$ cat config.mk
export PLATFORM = sky130hd
export DESIGN_NAME = parser_input_arbiter
export DESIGN_NICKNAME = d
export VERILOG_FILES = /design/src/rtl/parser_input_arbiter.sv
export SDC_FILE = /design/constraint.sdc
export NUM_CORES = 1
export LEC_CHECK = 0
export BUFFER_PORTS_ARGS = -buffer_cell sky130_fd_sc_hd__buf_2
export CORE_UTILIZATION = 46
export CTS_BUF_LIST = sky130_fd_sc_hd__clkbuf_8
export DETAILED_ROUTE_END_ITERATION = 8
export MAX_ROUTING_LAYER = met4
export PLACE_DENSITY = 0.92
export SLEW_MARGIN = 30
export SYNTH_ARGS = -nofsm -noshare
export SYNTH_HDL_FRONTEND = slang
export SYNTH_SLANG_ARGS = --single-unit
$ cat constraint.sdc
create_clock -name clk -period 3.15 [get_ports clk]
set_input_delay 0.63 -clock clk [delete_from_list [all_inputs] [get_ports clk]]
set_output_delay 0.63 -clock clk [all_outputs]
set_load 0.02 [all_outputs]
$ cat src/rtl/parser_input_arbiter.sv
// Packet-granular round-robin arbiter in front of the sequence parser.
// Holds a grant for a whole packet, truncates oversize packets and drains the rest.
module parser_input_arbiter #(
  parameter int NUM_SRC   = 4,
  parameter int DATA_W    = 32,
  parameter int MAX_BEATS = 12,
  localparam int GW = $clog2(NUM_SRC),
  localparam int CW = $clog2(MAX_BEATS + 1)
) (
  input  logic                    clk,
  input  logic                    reset_b,
  input  logic [NUM_SRC*DATA_W-1:0] src_data,
  input  logic [NUM_SRC-1:0]      src_val,
  input  logic [NUM_SRC-1:0]      src_last,
  output logic [NUM_SRC-1:0]      src_ready,
  output logic [DATA_W-1:0]       dataIn,
  output logic                    dataIn_val,
  output logic                    dataIn_last,
  input  logic                    dataIn_ready,
  output logic [GW-1:0]           grant_id,
  output logic                    busy,
  output logic                    oversize_err,
  output logic [15:0]             fwd_pkt_cnt
);

  typedef enum logic [1:0] {
    IDLE,
    FORWARD,
    DRAIN
  } state_t;

  state_t          state;
  logic [GW-1:0]   rrPtr;
  logic [GW-1:0]   pick;
  logic [GW-1:0]   nextPtr;
  logic [CW-1:0]   beatCnt;
  logic            anyReq;
  logic            atMax;
  logic            gVal;
  logic            gLast;
  logic [DATA_W-1:0] gData;

  // Scan from the far end so the lowest offset from rrPtr wins.
  always_comb begin
    pick   = rrPtr;
    anyReq = 1'b0;
    for (int k = NUM_SRC - 1; k >= 0; k--) begin
      int j;
      j = int'(rrPtr) + k;
      if (j >= NUM_SRC) j = j - NUM_SRC;
      if (src_val[j]) begin
        pick   = GW'(j);
        anyReq = 1'b1;
      end
    end
  end

  assign gVal    = src_val[grant_id];
  assign gLast   = src_last[grant_id];
  assign gData   = src_data[int'(grant_id)*DATA_W +: DATA_W];
  assign atMax   = (beatCnt == CW'(MAX_BEATS - 1));
  assign nextPtr = (grant_id == GW'(NUM_SRC - 1)) ? '0
                 : grant_id + GW'(1);
  assign busy    = (state != IDLE);

  always_comb begin
    src_ready   = '0;
    dataIn      = '0;
    dataIn_val  = 1'b0;
    dataIn_last = 1'b0;
    case (state)
      FORWARD: begin
        src_ready[grant_id] = dataIn_ready;
        dataIn      = gData;
        dataIn_val  = gVal;
        dataIn_last = gLast | atMax;
      end
      DRAIN: begin
        src_ready[grant_id] = 1'b1;
      end
      default: ;
    endcase
  end

  always_ff @(posedge clk or negedge reset_b) begin
    if (!reset_b) begin
      state        <= IDLE;
      rrPtr        <= '0;
      grant_id     <= '0;
      beatCnt      <= '0;
      oversize_err <= 1'b0;
      fwd_pkt_cnt  <= '0;
    end else begin
      oversize_err <= 1'b0;
      case (state)
        IDLE: begin
          if (anyReq) begin
            grant_id <= pick;
            beatCnt  <= '0;
            state    <= FORWARD;
          end
        end
        FORWARD: begin
          if (gVal && dataIn_ready) begin
            if (gLast) begin
              beatCnt     <= '0;
              fwd_pkt_cnt <= fwd_pkt_cnt + 16'd1;
              rrPtr       <= nextPtr;
              state       <= IDLE;
            end else if (atMax) begin
              beatCnt      <= '0;
              fwd_pkt_cnt  <= fwd_pkt_cnt + 16'd1;
              oversize_err <= 1'b1;
              state        <= DRAIN;
            end else begin
              beatCnt <= beatCnt + CW'(1);
            end
          end
        end
        DRAIN: begin
          if (gVal && gLast) begin
            rrPtr <= nextPtr;
            state <= IDLE;
          end
        end
        default: state <= IDLE;
      endcase
    end
  end

endmodule

==> impl_metrics.toml <==
[clocking]
cts_hold_buf = 0
cts_tree = "built"
root_buffer = "clkbuf_8"
cts_htree_levels = 1
post-cts-setup-buffers = 0
clk_latency_ns = 0.28
cts_buffers = 3
post_cts_resized = 0
path_clk_slew_ns = 0.09
cts_max_path_buffers = 2
clock_sinks = 27

[finish]
final_util = 0.673
layout_commonest_cell = "buf_2"
final_cell_count_no_fill = 502
area_growth_pct = 39.3
nets = 579
layout_common_cells = "buf_2, and2_1, mux4_2"
drive_above_1_share = 0.572
antenna_cells = 0
fill_cells = 432

[synth]
ys_warn_count = 0
syn-num-nets = 391
yosys.area_share.xor_xnor = 0.0488
synthCells = 243
muxShareOfSynthArea = 0.314
syn_avg_cell_area_sq_um = 11.1
synth_edf_count = 0
yosysSeqAreaShare = 0.251
async_flop_share = 1.00
synth_top_family_by_area = "multiplexers"
netlist.area_leader.share = 0.276
ys_ff_latch = 27
ys.flop_type = "dfrtp_1"
synthTopCellsByArea = "mux4_2, dfrtp_1, and2_1"
netlist_area_sq_um = 2690
yosysUniqueCellTypes = 44
synthAdderAreaFrac = 0.0418
post-synth-top-area-cell = "mux4_2"
synth_compound_area_frac = 0.0729
synthSimpleGateAreaFrac = 0.222

[grt]
grt_max_degree = 33
grt_pass1_wl_um = 14000
grt_pass1_vias = 2936
gr-total-overflow = 0
antenna_found_initial = 0
grt_usage = 0.301

[sta]
max_slew.worst_pin.slew_ns = 0.620
timing.clock.skew_ns = 0.00514
hold_viol = 0
slew_viol_final = 0
rsz0062_at_grt = "false"
setup_viol = 0
fin_crit_sh = 0.842
max_freq_ghz = 0.377
max_slew_margin = 0.586
fin_crit_ns = 2.65
finalSetupTns_ns = 0

[die]
die_h_um = 78.5
num_io_pins = 197
core_area_sq_um = 5570
die_x_um = 78.5
dieArea_sq_um = 6170
rows = 27
initial_core_util = 0.483

[job]
drv_cap = 0

[detailed_routing]
remaining_drc_errors = 0
first_pass_iters = 4
detail_route.vias_per_cell = 5.71
wl_um = 9050
drt_iter0_drc = 148
vias = 2867
wl_per_cell_um = 18.0
final_antenna_net_count = 0

[placed_design]
io_buffer_count = 196
place_congestion = 0.890
dp_cells = 498
dp_hpwl_um = 7540

[setup_path]
cp_max_fo = 32
path_class = "flop to output port"
cp.arrival_ns = 2.02
critPathLaunchType = "flop"
max_stage_delay_ns = 0.59
worst_setup_path_end_kind = "output port"
crit_chain = "buf_12, mux4_1, and2_1, buf_2"
critPathBufInv = 2
crit_slowest_cell = "mux4_1"
cp.required_ns = 2.52
critPathTopFamily = "multiplexers"

[power]
worst_ir_drop_vdd_uv = 578
pwr_density_cell_nw_per_um2 = 771
p_leak_nw = 1.92

[hold_path]
hp-class = "primary input to asynchronous set/reset pin"

[outcome]
status = "finished, final reports clean"
metrics by stage:
stage	setup WS (ns)	hold WS (ns)	power [mW]	area (sq um)
6_report	0.499	0.354	2.89	3750
5_1_grt	0.328	0.404	3.10	3750
4_1_cts	0.488	0.372	2.90	3750
3_5_place_dp	0.798	0.464	2.70	3710
3_3_place_gp	0.851	0.456	2.64	3710
2_1_floorplan	0.729	0.334	2.13	2690
worst register-to-register path, stage by stage, from the launching register on:
cell and delay, ns:
dfrtp_1 0.41, inv_1 0.08, ha_1 0.51, inv_1 0.19
o21ai_0 0.53, nand2_1 0.13, mux2_1 0.35
layout make-up:
| cell class | instances | area (sq um) | area share |
|---|---|---|---|
| inverters | 9 | 33.8 | 0.00900 |
| repair buffers | 200 | 1020 | 0.273 |
| flip-flops and latches | 27 | 677 | 0.180 |
| multi-input cells | 190 | 1880 | 0.502 |
| well taps | 72 | 90.1 | 0.0240 |
| clock inverters | 1 | 5.00 | 0.00133 |
| clock buffers | 3 | 41.3 | 0.0110 |
layer usage:
metal  share of wire  track usage  up-vias
li1                -            -     1293
met1            0.39        0.348     1382
met2            0.50        0.496      153
met3           0.072       0.0709       39
met4           0.036        0.135        0
met5               0            -        -
where the power goes:
group	switching, mW	total (mW)	leakage [nW]	internal (mW)
Sequential	0.127	0.556	0.346	0.429
Clock	0.112	0.201	0.0255	0.0888
Combinational	1.16	2.14	1.55	0.973
Total	1.40	2.89	1.92	1.49
path summary, 6_finish.rpt:
| check | startpoint | slack [ns] | end | depth (start not counted) |
|---|---|---|---|---|
| setup / recovery | grant_id[0]$_DFFE_PN0P_ | 0.50 | dataIn[31] | 4 |
| hold / removal | reset_b | 0.35 | fwd_pkt_cnt[14]$_DFFE_PN0P_ | 1 |
| setup reg to reg | state[1]$_DFFE_PN0P_ | 0.83 | beatCnt[1]$_DFFE_PN0P_ | 6 |
| hold reg to reg | fwd_pkt_cnt[15]$_DFFE_PN0P_ | 0.48 | fwd_pkt_cnt[15]$_DFFE_PN0P_ | 1 |
| max in group asynchronous | reset_b | 2.36 | grant_id[0]$_DFFE_PN0P_ | 1 |
| min in group clk | fwd_pkt_cnt[15]$_DFFE_PN0P_ | 0.48 | fwd_pkt_cnt[15]$_DFFE_PN0P_ | 1 |
flip-flops by register name (all words and copies together), names as in the netlist:
signal and cells:
state 2, fwd_pkt_cnt 16, beatCnt 4, grant_id 2, oversize_err 1, rrPtr 2
synthesized netlist by cell type, types with 5 or more instances:
cell type,number
and2_1,37
mux4_2,33
dfrtp_1,27
xor2_1,15
nand2_1,11
ha_1,9
inv_1,9
nor3_1,9
nor2_1,8
buf_2,6
clkbuf_1,5
nand3_1,5
nand4_1,5
nor4_1,5
cells by family (layout without fill, tap and decap cells):
family / Yosys count / after routing
buffers and inverters: 26 / 213
and+or+nand+nor: 99 / 99
muxes: 41 / 41
AOI/OAI and AO/OA: 26 / 26
adders and majority gates: 9 / 9
DFF: 27 / 27
xor gates and xnor gates: 15 / 15
Power figures use the tool's default switching activity.
